`src/rtl/quad_coeff_sequencer_if.sv`:
```
`default_nettype none
// ============================================================================
// Module      : quad_coeff_sequencer_if
// Description : Single-word AXI-stream bundle (tdata/tvalid/tready/tlast)
//               used for the serial coefficient input and the three
//               per-coefficient output channels of quad_coeff_sequencer.
// Revision    : 1.0 - initial release
// ============================================================================
interface quad_coeff_sequencer_if #(
    parameter int SIZE = 64
) ();
    logic [SIZE-1:0] tdata;
    logic            tvalid;
    logic            tready;
    logic            tlast;

    // Producer side of the stream.
    modport master (output tdata, output tvalid, output tlast, input tready);
    // Consumer side of the stream.
    modport slave  (input tdata, input tvalid, input tlast, output tready);
endinterface
`default_nettype wire

```
`src/rtl/quad_coeff_sequencer.sv`:
```
`default_nettype none
// ============================================================================
// Module      : quad_coeff_sequencer
// Description : Collects a serial a,b,c coefficient triple (tlast on c) and
//               fans it out on three independently handshaked stream
//               channels. Malformed framing discards the partial triple and
//               is counted. Optional macro SKIP_DEGENERATE_EN drops triples
//               whose a is +/-0.0 and counts them on degen_count instead.
// Revision    : 1.0 - initial release
// ============================================================================
module quad_coeff_sequencer #(
    parameter int SIZE  = 64,
    parameter int CNT_W = 32
) (
    input  wire logic               aclk,
    input  wire logic               aresetn,
    quad_coeff_sequencer_if.slave   s_axis,
    quad_coeff_sequencer_if.master  m_axis_a,
    quad_coeff_sequencer_if.master  m_axis_b,
    quad_coeff_sequencer_if.master  m_axis_c,
    output logic [CNT_W-1:0]        triple_count,
    output logic [CNT_W-1:0]        frame_err_count,
    output logic                    frame_err
`ifdef SKIP_DEGENERATE_EN
    ,
    output logic [CNT_W-1:0]        degen_count
`endif
);

    localparam logic [CNT_W-1:0] CNT_ONE = {{(CNT_W-1){1'b0}}, 1'b1};

    typedef enum logic [1:0] {
        GET_A = 2'd0,
        GET_B = 2'd1,
        GET_C = 2'd2,
        ISSUE = 2'd3
    } state_t;

    state_t          state;
    logic [SIZE-1:0] a_hold;
    logic [SIZE-1:0] b_hold;
    logic [SIZE-1:0] c_hold;
    logic            in_ready;
    logic            a_valid;
    logic            b_valid;
    logic            c_valid;
    logic            a_done;
    logic            b_done;
    logic            c_done;

    logic in_fire;
    logic a_fire;
    logic b_fire;
    logic c_fire;
    logic all_done;

    assign in_fire  = s_axis.tvalid & in_ready;
    assign a_fire   = a_valid & m_axis_a.tready;
    assign b_fire   = b_valid & m_axis_b.tready;
    assign c_fire   = c_valid & m_axis_c.tready;
    // True when this cycle completes the last outstanding channel.
    assign all_done = (a_done | a_fire) & (b_done | b_fire) & (c_done | c_fire);

`ifdef SKIP_DEGENERATE_EN
    logic a_is_zero;
    // Exponent and mantissa zero means +/-0.0; the sign bit is ignored.
    assign a_is_zero = (a_hold[SIZE-2:0] == '0);
`endif

    // Holding registers drive tdata directly; they never change in ISSUE.
    assign s_axis.tready   = in_ready;
    assign m_axis_a.tdata  = a_hold;
    assign m_axis_b.tdata  = b_hold;
    assign m_axis_c.tdata  = c_hold;
    assign m_axis_a.tvalid = a_valid;
    assign m_axis_b.tvalid = b_valid;
    assign m_axis_c.tvalid = c_valid;
    // Each coefficient is a complete one-word packet on its channel.
    assign m_axis_a.tlast  = 1'b1;
    assign m_axis_b.tlast  = 1'b1;
    assign m_axis_c.tlast  = 1'b1;

    // Capture FSM, issue tracking and event counters.
    always_ff @(posedge aclk or negedge aresetn) begin
        if (!aresetn) begin
            state           <= GET_A;
            a_hold          <= '0;
            b_hold          <= '0;
            c_hold          <= '0;
            in_ready        <= 1'b0;
            a_valid         <= 1'b0;
            b_valid         <= 1'b0;
            c_valid         <= 1'b0;
            a_done          <= 1'b0;
            b_done          <= 1'b0;
            c_done          <= 1'b0;
            triple_count    <= '0;
            frame_err_count <= '0;
            frame_err       <= 1'b0;
`ifdef SKIP_DEGENERATE_EN
            degen_count     <= '0;
`endif
        end else begin
            frame_err <= 1'b0;
            case (state)
                GET_A: begin
                    in_ready <= 1'b1;
                    if (in_fire) begin
                        a_hold <= s_axis.tdata;
                        if (s_axis.tlast) begin
                            frame_err       <= 1'b1;
                            frame_err_count <= frame_err_count + CNT_ONE;
                        end else begin
                            state <= GET_B;
                        end
                    end
                end
                GET_B: begin
                    in_ready <= 1'b1;
                    if (in_fire) begin
                        b_hold <= s_axis.tdata;
                        if (s_axis.tlast) begin
                            frame_err       <= 1'b1;
                            frame_err_count <= frame_err_count + CNT_ONE;
                            state           <= GET_A;
                        end else begin
                            state <= GET_C;
                        end
                    end
                end
                GET_C: begin
                    in_ready <= 1'b1;
                    if (in_fire) begin
                        c_hold <= s_axis.tdata;
                        if (!s_axis.tlast) begin
                            frame_err       <= 1'b1;
                            frame_err_count <= frame_err_count + CNT_ONE;
                            state           <= GET_A;
                        end else
`ifdef SKIP_DEGENERATE_EN
                        if (a_is_zero) begin
                            degen_count <= degen_count + CNT_ONE;
                            state       <= GET_A;
                        end else
`endif
                        begin
                            state    <= ISSUE;
                            in_ready <= 1'b0;
                            a_valid  <= 1'b1;
                            b_valid  <= 1'b1;
                            c_valid  <= 1'b1;
                            a_done   <= 1'b0;
                            b_done   <= 1'b0;
                            c_done   <= 1'b0;
                        end
                    end
                end
                ISSUE: begin
                    if (a_fire) begin
                        a_valid <= 1'b0;
                        a_done  <= 1'b1;
                    end
                    if (b_fire) begin
                        b_valid <= 1'b0;
                        b_done  <= 1'b1;
                    end
                    if (c_fire) begin
                        c_valid <= 1'b0;
                        c_done  <= 1'b1;
                    end
                    if (all_done) begin
                        triple_count <= triple_count + CNT_ONE;
                        state        <= GET_A;
                        in_ready     <= 1'b1;
                        a_done       <= 1'b0;
                        b_done       <= 1'b0;
                        c_done       <= 1'b0;
                    end
                end
                default: begin
                    state <= GET_A;
                end
            endcase
        end
    end

endmodule
`default_nettype wire

```
`src/flat_wrapper.sv`:
```
// flat-port wrapper written by rule: the top's interface ports become plain ports
module quad_coeff_sequencer_flat 
#(
    parameter int SIZE  = 64,
    parameter int CNT_W = 32
)
  (aclk, aresetn, triple_count, frame_err_count, frame_err, s_axis_tdata, s_axis_tvalid, s_axis_tlast, s_axis_tready, m_axis_a_tdata, m_axis_a_tvalid, m_axis_a_tlast, m_axis_a_tready, m_axis_b_tdata, m_axis_b_tvalid, m_axis_b_tlast, m_axis_b_tready, m_axis_c_tdata, m_axis_c_tvalid, m_axis_c_tlast, m_axis_c_tready);
  quad_coeff_sequencer_if #(.SIZE(SIZE)) s_axis_i ();
  quad_coeff_sequencer_if #(.SIZE(SIZE)) m_axis_a_i ();
  quad_coeff_sequencer_if #(.SIZE(SIZE)) m_axis_b_i ();
  quad_coeff_sequencer_if #(.SIZE(SIZE)) m_axis_c_i ();
  input  wire logic aclk;
  input  wire logic aresetn;
  output logic [CNT_W-1:0] triple_count;
  output logic [CNT_W-1:0] frame_err_count;
  output logic frame_err;
  input wire logic [$bits(s_axis_i.tdata)-1:0] s_axis_tdata;
  input wire logic [$bits(s_axis_i.tvalid)-1:0] s_axis_tvalid;
  input wire logic [$bits(s_axis_i.tlast)-1:0] s_axis_tlast;
  output wire logic [$bits(s_axis_i.tready)-1:0] s_axis_tready;
  output wire logic [$bits(m_axis_a_i.tdata)-1:0] m_axis_a_tdata;
  output wire logic [$bits(m_axis_a_i.tvalid)-1:0] m_axis_a_tvalid;
  output wire logic [$bits(m_axis_a_i.tlast)-1:0] m_axis_a_tlast;
  input wire logic [$bits(m_axis_a_i.tready)-1:0] m_axis_a_tready;
  output wire logic [$bits(m_axis_b_i.tdata)-1:0] m_axis_b_tdata;
  output wire logic [$bits(m_axis_b_i.tvalid)-1:0] m_axis_b_tvalid;
  output wire logic [$bits(m_axis_b_i.tlast)-1:0] m_axis_b_tlast;
  input wire logic [$bits(m_axis_b_i.tready)-1:0] m_axis_b_tready;
  output wire logic [$bits(m_axis_c_i.tdata)-1:0] m_axis_c_tdata;
  output wire logic [$bits(m_axis_c_i.tvalid)-1:0] m_axis_c_tvalid;
  output wire logic [$bits(m_axis_c_i.tlast)-1:0] m_axis_c_tlast;
  input wire logic [$bits(m_axis_c_i.tready)-1:0] m_axis_c_tready;
  assign s_axis_i.tdata = s_axis_tdata;
  assign s_axis_i.tvalid = s_axis_tvalid;
  assign s_axis_i.tlast = s_axis_tlast;
  assign s_axis_tready = s_axis_i.tready;
  assign m_axis_a_tdata = m_axis_a_i.tdata;
  assign m_axis_a_tvalid = m_axis_a_i.tvalid;
  assign m_axis_a_tlast = m_axis_a_i.tlast;
  assign m_axis_a_i.tready = m_axis_a_tready;
  assign m_axis_b_tdata = m_axis_b_i.tdata;
  assign m_axis_b_tvalid = m_axis_b_i.tvalid;
  assign m_axis_b_tlast = m_axis_b_i.tlast;
  assign m_axis_b_i.tready = m_axis_b_tready;
  assign m_axis_c_tdata = m_axis_c_i.tdata;
  assign m_axis_c_tvalid = m_axis_c_i.tvalid;
  assign m_axis_c_tlast = m_axis_c_i.tlast;
  assign m_axis_c_i.tready = m_axis_c_tready;
  quad_coeff_sequencer #(.SIZE(SIZE), .CNT_W(CNT_W)) u_core (.aclk(aclk), .aresetn(aresetn), .s_axis(s_axis_i), .m_axis_a(m_axis_a_i), .m_axis_b(m_axis_b_i), .m_axis_c(m_axis_c_i), .triple_count(triple_count), .frame_err_count(frame_err_count), .frame_err(frame_err));
endmodule
```
`config.mk`:
```
export PLATFORM = sky130hd
export DESIGN_NAME = quad_coeff_sequencer_flat
export DESIGN_NICKNAME = d
export VERILOG_FILES = /design/src/rtl/quad_coeff_sequencer_if.sv /design/src/rtl/quad_coeff_sequencer.sv /design/src/flat_wrapper.sv
export SDC_FILE = /design/constraint.sdc
export NUM_CORES = 1
export LEC_CHECK = 0
export CAP_MARGIN = 5
export CORE_AREA = 3 3 149 151
export CTS_CLUSTER_SIZE = 16
export DETAILED_ROUTE_END_ITERATION = 7
export DIE_AREA = 0 0 152 154
export PLACE_DENSITY = 0.85
export SYNTH_ARGS = -nofsm -noshare
export SYNTH_HDL_FRONTEND = slang
export SYNTH_SLANG_ARGS = --single-unit
```
`constraint.sdc`:
```
create_clock -name aclk -period 6.2 [get_ports aclk]
set_input_delay 0.93 -clock aclk [delete_from_list [all_inputs] [get_ports aclk]]
set_output_delay 0.93 -clock aclk [all_outputs]
set_load 0.01 [all_outputs]
```
==> summary.txt, run 1 <==
Critical path
  • Worst setup path startpoint: m_axis_b_tready
  • Crit. End Element: flip-flop
  • R2r setup slk: 3.68 ns
  • R2R depth: 7
  • Crit path to: u_core.triple_count[27]
  • CP Class: input pin to flip-flop
  • R2r startpoint: u_core.state[0]
  • Startpoint types: input pin
  • Critical Path AT: 3.04 ns
  • Maximum fanout along the worst path: 8
  • Critical Path RT: 6.61 ns
  • Crit Reg-Reg Endpoint: u_core.frame_err_count[22]

Final layout
  • Share of post-route cells with drive strength above 1: 23.7%
  • Syn-to-layout area delta: 43.1%
  • Number of fillers in the final layout: 1,419
  • Sequential Area: 6660 um2
  • Fin nets: 1,138
  • Fin cells: 1,360
  • Multi-input gate area: 3740 um2

STA
  • Final period util: 42.4%
  • Final setup vio count: 0
  • Worst slew margin: 30.6%
  • Highest Clock Rate: 380 MHz
  • Final min period: 2.63 ns
  • Fin Clk Skew: 0.0157 ns
  • Setup_tns: 0 ns
  • RSZ-0062 raised after global routing: false
  • Worst-Margin Slew: 1.04 ns
  • Max Slew Vio Count: 0
  • Hold Violations, Final: 0

Floorplanning
  • Row cnt: 53
  • Io pins: 335
  • Core area: 21,000 um2
  • Initial Util: 50.2%
  • Die height: 154 um
  • Die Wd: 152 um
  • Die area: 23,400 um2

Routing
  • # DRC: 0
  • Routed len/inst: 20.0 um
  • Post-DRT Antenna Nets: 0
  • Post-Route WL: 27,100 um
  • DRT iter0 DRCs: 297
  • DR pass1 iterations: 4
  • Vias per cell: 5.29
  • Vias: 7,194

Clocking
  • CTS tree: done
  • Root Driver: clkbuf_16
  • Total setup buffers inserted after CTS: 0
  • Num CTS Buffers: 27
  • Worst-path clk slew: 0.06 ns
  • Post-CTS Resized: 0
  • Clock latency on the worst-skew pair: 0.52 ns
  • Clock sinks: 266
  • H-tree depth: 1
  • CTS max path bufs: 3
  • Hold-fix buffers, CTS: 0

Synth
  • Netlist Area Pre-Place: 10,500 um2
  • Post-synthesis instance total: 726
  • Post-synth top area share: 63.3%
  • Synth area leader: dfrtp_1
  • Yosys cell types: 38
  • Count leader, synth: dfrtp_1
  • Number of flops mapped to enable cells by yosys: 0
  • Most common flop cell mapped by yosys: dfrtp_1
  • Yosys Warn Count: 0
  • Ys async rst share: 100%
  • Largest cells by area after synthesis: dfrtp_1, mux2_2, xnor2_1, nand4_1, nand2_1
  • FF+latch count, synth: 266
  • Mean Syn Cell Area: 14.5 um2
  • Seq/Total Area, Yosys: 63.3%
  • Synth top cells by count: dfrtp_1, mux2_2, xnor2_1

Global routing
  • Grt peak-use layer: met2
  • Antenna violations before repair: 1
  • Total global-route track usage: 22.8%
  • GR Layer Usage met3: 6.78%
  • Met2 usage: 39.0%
  • GR Layer Usage met1: 28.0%
  • Number of global-route vias before repair: 7,786
  • First-pass GRT wire length: 43,400 um
  • GRT overflow: 0
  • Largest net degree at the start of global routing: 104

Power and ir drop
  • Static leakage: 6.41 nW
  • Peak VDD IR: 0.354 mV
  • Cell Pwr Density: 504 nW/um2
  • Total Power: 7.58 mW

Run
  • # Max-Cap Violations: 0

Hold path
  • Worst min path class: input pin to async pin

Placed design
  • Gpl congestion: 0.849
  • Final HPWL DP: 18,800 um
  • I/O Buffers: 331
  • DP Cell Count: 1,310

Status
  • Status: finished clean
-- flip-flops by register name (all words and copies together) (netlist names) --
name / count
u_core.a_done: 1
u_core.b_done: 1
u_core.c_done: 1
u_core.frame_err: 1
u_core.frame_err_count: 32
u_core.m_axis_a.tdata: 64
u_core.m_axis_a.tvalid: 1
u_core.m_axis_b.tdata: 64
u_core.m_axis_b.tvalid: 1
u_core.m_axis_c.tdata: 64
u_core.m_axis_c.tvalid: 1
u_core.s_axis.tready: 1
u_core.state: 2
u_core.triple_count: 32
-- power by group --
part	leakage (nW)	internal (mW)	total [mW]	switching [mW]
sequential	3.26	2.44	2.86	0.420
clock	0.459	0.999	1.66	0.661
combinational	2.69	1.85	3.06	1.21
total	6.41	5.29	7.58	2.29
-- through the flow --
| step | utilization [%] | setup slack (ns) | cell area (um2) | hold slack, ns |
|---|---|---|---|---|
| global placement | 67.3 | 3.08 | 14100 | 0.464 |
| finish | 71.8 | 3.57 | 15000 | 0.420 |
| floorplan | - | 3.76 | 10500 | 0.473 |
| CTS | 71.8 | 3.64 | 15000 | 0.464 |
| detailed placement | 67.3 | 3.08 | 14100 | 0.464 |
| global route | 71.8 | 3.44 | 15000 | 0.460 |
-- final cells by class --
type	count	area share [%]
Sequential cell	266	44.2
Multi-Input combinational cell	429	24.8
Timing Repair Buffer	336	22.3
Clock buffer	38	5.43
Tap cell	275	2.29
Clock inverter	11	0.773
Inverter	4	0.0998
Antenna cell	1	0.0166
-- routing by layer --
| layer | share of wire, % | up-vias |
|---|---|---|
| li1 | - | 3246 |
| met1 | 40 | 3627 |
| met2 | 50 | 272 |
| met3 | 7.5 | 49 |
| met4 | 3.0 | 0 |
| met5 | 0 | - |
-- worst min path at each step --
stage | startpoint | endpoint | slack [ns] | cells past startpoint
finish | aresetn | u_core.triple_count[9] | 0.42 | 1
global placement | u_core.frame_err_count[31] | u_core.frame_err_count[31] | 0.46 | 1
global route | aresetn | u_core.m_axis_c.tdata[61] | 0.46 | 1
floorplan | u_core.a_done | u_core.a_done | 0.47 | 2
CTS | aresetn | u_core.m_axis_c.tdata[61] | 0.46 | 1
detailed placement | u_core.frame_err_count[31] | u_core.frame_err_count[31] | 0.46 | 1
-- layout by cell type (no fill, tap or decap), types with 4 or more instances in the layout --
cell	instances
a21oi_1	4
a31oi_1	5
and2_1	6
and3_1	15
and4_1	8
buf_4	5
clkbuf_16	27
clkbuf_8	10
clkdlybuf4s50_1	330
clkinv_2	5
dfrtp_1	266
inv_1	4
mux2_2	193
nand2_1	37
nand3_1	21
nand4_1	25
nor2_1	17
o21ai_0	7
xnor2_1	46
xor2_1	16
-- kinds of logic after synthesis --
group	after synthesis	synth area share, %
AOI/OAI and AO/OA	21	1.26
xor gates and xnor gates	62	5.17
adders and majority gates	3	0.357
buffers and inverters	33	1.37
DFF	266	63.3
muxes	194	20.8
other	1	0.0357
and+or+nand+nor	146	7.70
-- worst max-delay path: stages --
cell and delay (ns):
clkdlybuf4s50_1 0.54, a21oi_1 0.15, or4_4 0.55, nor4_4 0.52, nand4_1 0.18, xnor2_1 0.16
Power figures use the tool's default switching activity.
==> inputs of run 2 (changes only) <==
--- a/config.mk
+++ b/config.mk
@@ -6,11 +6,11 @@
 export NUM_CORES = 1
 export LEC_CHECK = 0
 export CAP_MARGIN = 5
-export CORE_AREA = 3 3 149 151
+export CORE_AREA = 3 3 156 158
 export CTS_CLUSTER_SIZE = 16
 export DETAILED_ROUTE_END_ITERATION = 7
-export DIE_AREA = 0 0 152 154
-export PLACE_DENSITY = 0.85
+export DIE_AREA = 0 0 159 161
+export PLACE_DENSITY = 0.78
 export SYNTH_ARGS = -nofsm -noshare
 export SYNTH_HDL_FRONTEND = slang
 export SYNTH_SLANG_ARGS = --single-unit
==> constraint.sdc (replaced) <==
create_clock -name aclk -period 2.5 [get_ports aclk]
set_input_delay 0.375 -clock aclk [delete_from_list [all_inputs] [get_ports aclk]]
set_output_delay 0.375 -clock aclk [all_outputs]
set_load 0.01 [all_outputs]
==> run 2 against run 1 <==
Against the previous run:
- clock skew increased by 0.0029 ns
- largest cell class unchanged
- total power increased to 2.5 times the previous value
- critical path depth unchanged
- sequential share of layout area is 0.93 points lower
- critical path type is now flip-flop to flip-flop
- sequential power increased by 150%
- hold slack got worse by 0.037 ns
- largest power group unchanged
- routed wire length increased by 1.3%
==> summary.txt, run 2 (same netlist as run 1, synthesis figures left out) <==
Status
  • Status: finished clean

STA
  • RSZ-0062 raised after global routing: false
  • Final min period: 2.23 ns
  • Worst-Margin Slew: 0.538 ns (-0.504 ns)
  • Final setup vio count: 0 (unchanged)
  • Highest Clock Rate: 449 MHz
  • Hold Violations, Final: 0 (unchanged)
  • Worst slew margin: 64.2% (+34 points)
  • Fin Clk Skew: 0.0187 ns (+0.00292 ns)
  • Max Slew Vio Count: 0 (unchanged)
  • Final period util: 89.0%
  • Min Hold Slack: 0.384 ns (-0.0367 ns)
  • Setup_tns: 0 ns (unchanged)

Final layout
  • # diodes: 0 (-1)
  • Most common cell after layout, fill and taps aside: clkdlybuf4s50_1
  • Syn-to-layout area delta: 46.2%
  • Post-layout util: 66.1% (-5.7 points)
  • Sequential Area: 6660 um2 (about the same)
  • Fin nets: 1,155 (+1.5%)
  • Number of fillers in the final layout: 1,727 (+22%)
  • Share of post-route cells with drive strength above 1: 24.4% (+0.68 points)
  • Multi-input gate area: 3760 um2 (+0.54%)
  • Most frequent cells in the layout: clkdlybuf4s50_1, dfrtp_1, mux2_2

Power and ir drop
  • Static leakage: 6.54 nW (+2.1%)
  • Sw power: 5.75 mW (+150%)
  • Peak VDD IR: 0.924 mV (+160%)
  • Sw frac: 30.2% (+0.061 points)
  • Cell Pwr Density: 1240 nW/um2 (+150%)
  • Internal power: 13.3 mW (+150%)
  • Clock share of power: 22.0% (about the same)
  • Comb pwr share: 40.9% (+0.5 points)
  • Seq pwr share: 37.1% (-0.6 points)
  • Total Power: 19.0 mW (+150%)

Routing
  • Routed len/inst: 19.3 um (-3.1%)
  • Vias: 7,236 (+0.58%)
  • DRT iter0 DRCs: 219 (-26%)
  • Vias per cell: 5.09 (-3.8%)
  • Post-DRT Antenna Nets: 0 (unchanged)
  • DR pass1 iterations: 4 (unchanged)
  • Post-Route WL: 27,500 um (+1.3%)
  • # DRC: 0 (unchanged)

Critical path
  • Critical Path Slowest Stage Cell: or4_4
  • Startpoint types: flip-flop
  • Critical Path RT: 2.91 ns (-3.70 ns)
  • Critical Path, Cell by Cell: nand4_1 > or4_4 > nor4_4 > buf_4 > nand4_1 > xnor2_1
  • CP peak stage delay: 0.60 ns (+0.05 ns)
  • CP Class: flip-flop to flip-flop
  • Cell mode on critical path: nand4_1
  • Crit. End Element: flip-flop
  • Critical Path AT: 2.63 ns (-0.41 ns)
  • Maximum fanout along the worst path: 11 (+3)

Clocking
  • Num CTS Buffers: 29 (+7.4%)
  • CTS max path bufs: 3 (unchanged)
  • CTS tree: done
  • H-tree depth: 1 (unchanged)
  • Clock latency on the worst-skew pair: 0.54 ns (+0.02 ns)
  • Root Driver: clkbuf_16
  • Worst-path clk slew: 0.06 ns (about the same)
  • Clock sinks: 266 (unchanged)

Floorplanning
  • Die Wd: 159 um (+4.6%)
  • Die area: 25,600 um2 (+9.4%)
  • Io pins: 335 (unchanged)
  • Row cnt: 56 (+5.7%)
  • Initial Util: 45.2% (-5.0 points)
  • Die height: 161 um (+4.5%)
  • Core area: 23,300 um2 (+11%)

Global routing
  • Largest net degree at the start of global routing: 66 (-37%)
  • Antenna violations before repair: 0 (-1)
  • Number of global-route vias before repair: 7,875 (+1.1%)
  • GRT overflow: 0 (unchanged)
  • First-pass GRT wire length: 44,100 um (+1.7%)
  • Total global-route track usage: 21.3% (-1.5 points)

Placed design
  • I/O Buffers: 331 (unchanged)
  • Final HPWL DP: 19,600 um (+4.2%)
  • Gpl congestion: 0.851 (+0.27%)

Hold path
  • Worst min path class: input pin to async pin

Run
  • # Max-Cap Violations: 0 (unchanged)
[run 2: cell types whose count changed in the layout (fill, tap and decap cells not counted), moves of 2 or more]
cell       change
buf_12        +10
clkbuf_16      +2
clkbuf_1       +8
clkinv_4       +2
clkbuf_8       -5
clkinv_2       -2
buf_4          +4
[run 2: path summary, 6_finish.rpt]
| check | start | to | slack, ns | cells past startpoint |
|---|---|---|---|---|
| max | u_core.state[1] | u_core.triple_count[27] | 0.27 | 6 |
| min | aresetn | u_core.m_axis_c.tdata[10] | 0.38 | 2 |
| max reg2reg | u_core.state[1] | u_core.triple_count[27] | 0.27 | 6 |
| min reg2reg | u_core.triple_count[31] | u_core.triple_count[31] | 0.47 | 1 |
| max in group asynchronous | aresetn | u_core.m_axis_b.tdata[50] | 1.42 | 3 |
| min in group aclk | u_core.triple_count[31] | u_core.triple_count[31] | 0.47 | 1 |
[run 2: critical path, delay by kind of cell, from the launching register on]
family	cells	cell delay [ns]
XOR/XNOR	1	0.15
buffers and inverters	1	0.19
flip-flops	1	0.54
AND/OR/NAND/NOR	4	1.23
[run 2: layout make-up]
type                    count  area share, %
clock inverters            10          0.757
repair buffers            351           23.4
clock buffers              43           5.39
well taps                 319           2.60
flip-flops and latches    266           43.3
inverters                   4         0.0977
multi-input cells         429           24.4
[run 2: metrics by stage]
stage	std cells	setup WS, ns	cell area [um2]
final	1422	0.275	15400
after global routing	1422	0.0190	15400
after CTS	1422	0.153	15300
after detailed placement	1368	0.0685	14400
after global placement	1368	0.0801	14400
after floorplan	728	0.487	10500
[run 2: repair_timing]
item,in CTS,in global routing
setup endpoints to repair,0,4
buffers inserted,0,0
hold buffers,1,0
hold endpoints to repair,59,0
gates resized for setup,0,4
[run 2: layer usage]
metal	global-route usage, %	wire, um	vias up	part of all wire (%)
met1	25.3	10700	3642	39
met4	6.13	846	0	3.1
met5	0	0	-	0
met3	7.87	2360	57	8.6
met2	36.8	13600	255	50
li1	-	-	3282	-
[run 2: power groups by stage]
stage	registers (mW)	logic [mW]	clock network (mW)
after detailed placement	7.11	7.83	0
after floorplan	7.77	2.47	0
final	7.05	7.77	4.18
after CTS	7.06	7.87	4.29
after global placement	6.99	7.74	0
after global routing	7.29	8.26	4.47
==> inputs of run 3 (changes only) <==
--- a/config.mk
+++ b/config.mk
@@ -6,11 +6,11 @@
 export NUM_CORES = 1
 export LEC_CHECK = 0
 export CAP_MARGIN = 5
-export CORE_AREA = 3 3 156 158
+export CORE_AREA = 3 3 167 169
 export CTS_CLUSTER_SIZE = 16
 export DETAILED_ROUTE_END_ITERATION = 7
-export DIE_AREA = 0 0 159 161
-export PLACE_DENSITY = 0.78
+export DIE_AREA = 0 0 170 172
+export PLACE_DENSITY = 0.7
 export SYNTH_ARGS = -nofsm -noshare
 export SYNTH_HDL_FRONTEND = slang
 export SYNTH_SLANG_ARGS = --single-unit
==> run 3 against run 2 <==
Against the previous run:
- sequential power hardly changed
- critical path depth is 1 higher
- die area is 14% higher
- non-clock buffer count stayed put
- maximum frequency is 1.6% lower
- largest cell class unchanged
- highest routed layer unchanged
==> summary.txt, run 3 (same netlist as run 1, synthesis figures left out) <==
Clocking
  • CTS max path bufs: 3 (unchanged)
  • Root Driver: clkbuf_16
  • Clock latency on the worst-skew pair: 0.53 ns (about the same)
  • H-tree depth: 1 (unchanged)
  • Worst-path clk slew: 0.06 ns (about the same)
  • CTS tree: done
  • Clock sinks: 266 (unchanged)
  • Num CTS Buffers: 29 (unchanged)

Final layout
  • Fin cells: 1,439 (+1.2%)
  • Most frequent cells in the layout: clkdlybuf4s50_1, dfrtp_1, mux2_2
  • Most common cell after layout, fill and taps aside: clkdlybuf4s50_1
  • Share of post-route cells with drive strength above 1: 24.0% (-0.44 points)
  • Syn-to-layout area delta: 45.7%
  • Fin nets: 1,155 (unchanged)
  • Design Area, Final: 15,300 um2 (-0.37%)
  • # diodes: 0 (unchanged)

Power and ir drop
  • Sw frac: 30.1% (-0.12 points)
  • Clock share of power: 21.1% (-0.9 points)
  • Sw power: 5.65 mW (-1.7%)
  • Peak VDD IR: 0.813 mV (-12%)
  • Static leakage: 6.51 nW (-0.58%)
  • Cell Pwr Density: 1220 nW/um2 (-0.97%)
  • Seq pwr share: 37.6% (+0.5 points)
  • Total Power: 18.7 mW (-1.3%)
  • Comb pwr share: 41.3% (+0.4 points)
  • Internal power: 13.1 mW (-1.2%)

Routing
  • DR pass1 iterations: 4 (unchanged)
  • Routed len/inst: 19.4 um (+0.29%)
  • Vias: 7,225 (-0.15%)
  • Vias per cell: 5.02 (-1.3%)
  • Post-Route WL: 27,900 um (+1.5%)
  • Post-DRT Antenna Nets: 0 (unchanged)
  • DRT iter0 DRCs: 370 (+69%)
  • # DRC: 0 (unchanged)

STA
  • Max Slew Vio Count: 0 (unchanged)
  • RSZ-0062 raised after global routing: false
  • Highest Clock Rate: 442 MHz (-1.6%)
  • Final min period: 2.26 ns (+0.0351 ns)
  • Final period util: 90.4% (+1.4 points)
  • Fin Clk Skew: 0.00585 ns (-0.0128 ns)
  • Hold Violations, Final: 0 (unchanged)
  • Setup_tns: 0 ns (unchanged)
  • Worst slew margin: 58.3% (-5.8 points)
  • Worst-Margin Slew: 0.624 ns (+0.0860 ns)
  • Final setup vio count: 0 (unchanged)

Floorplanning
  • Io pins: 335 (unchanged)
  • Core area: 26,700 um2 (+15%)
  • Die height: 172 um (+6.8%)
  • Die Wd: 170 um (+6.9%)
  • Die area: 29,200 um2 (+14%)
  • Row cnt: 60 (+7.1%)
  • Initial Util: 39.3% (-5.9 points)

Critical path
  • Maximum fanout along the worst path: 9 (-2)
  • Crit. End Element: flip-flop
  • Critical Path AT: 2.67 ns (+0.04 ns)
  • Critical Path RT: 2.91 ns (about the same)
  • Startpoint types: flip-flop
  • CP Class: flip-flop to flip-flop

Global routing
  • Number of global-route vias before repair: 7,591 (-3.6%)
  • First-pass GRT wire length: 43,300 um (-1.9%)
  • Total global-route track usage: 18.6% (-2.8 points)
  • GRT overflow: 0 (unchanged)
  • Antenna violations before repair: 0 (unchanged)
  • Largest net degree at the start of global routing: 69 (+4.5%)

Run
  • # Max-Cap Violations: 0 (unchanged)

Placed design
  • Gpl congestion: 0.855 (+0.38%)
  • I/O Buffers: 331 (unchanged)
  • Final HPWL DP: 19,800 um (+0.75%)
  • Post-Place Cell Area: 14,400 um2 (+0.10%)
  • DP Cell Count: 1,390 (+1.6%)

Hold path
  • Worst min path class: input pin to async pin

Status
  • Status: finished clean
[run 3: through the flow]
step,utilization (%),setup slack [ns],hold WS (ns)
6_report,57.3,0.240,0.397
5_1_grt,57.3,0.0462,0.426
4_1_cts,57.2,0.228,0.403
3_5_place_dp,53.9,0.0138,0.364
3_3_place_gp,53.9,0.0568,0.367
2_1_floorplan,-,0.487,0.0794
[run 3: worst max-delay path: stages (launching register included)]
cell and delay [ns]:
dfrtp_1 0.49, nand2b_1 0.27, inv_1 0.12, ha_1 0.26
a211o_1 0.32, nor3_2 0.38, nand4_1 0.17, xnor2_1 0.15
[run 3: worst paths after layout]
| path | from | end | slack, ns | depth (start not counted) |
|---|---|---|---|---|
| max reg2reg | u_core.state[0] | u_core.frame_err_count[29] | 0.24 | 7 |
| max in group asynchronous | aresetn | u_core.m_axis_a.tdata[10] | 1.28 | 3 |
| max | u_core.state[0] | u_core.frame_err_count[29] | 0.24 | 7 |
| min in group aclk | u_core.frame_err_count[25] | u_core.frame_err_count[25] | 0.49 | 1 |
| min reg2reg | u_core.frame_err_count[25] | u_core.frame_err_count[25] | 0.49 | 1 |
| min | aresetn | u_core.frame_err_count[30] | 0.40 | 2 |
[run 3: layout make-up]
class                           instances  area [um2]
Inverter                                4        15.0
Multi-Input combinational cell        429        3750
Tap cell                              341         427
Clock buffer                           45         866
Clock inverter                          3        15.0
Timing Repair Buffer                  351        3580
Sequential cell                       266        6660
Fill cell                            2162       11400
[run 3: power by group through the flow]
stage,combinational (mW),clock (mW),sequential [mW]
4_1_cts,7.88,4.07,7.07
2_1_floorplan,2.47,0,7.77
6_report,7.75,3.95,7.05
5_1_grt,8.26,4.25,7.29
3_5_place_dp,7.82,0,7.10
3_3_place_gp,7.75,0,7.04
[run 3: repair_timing]
| action | CTS | global route |
|---|---|---|
| endpoints found under the hold margin | 57 | 0 |
| gates resized for setup | 0 | 1 |
| buffers inserted | 0 | 0 |
| setup endpoints to repair | 0 | 2 |
| hold buffers | 1 | 0 |
[run 3: layer usage]
layer,vias to the layer above,GRT usage (%),wire [um]
li1,3277,-,-
met1,3650,23.8,11200
met2,261,30.8,13600
met3,37,6.42,2550
met4,0,3.99,500
met5,-,0,0
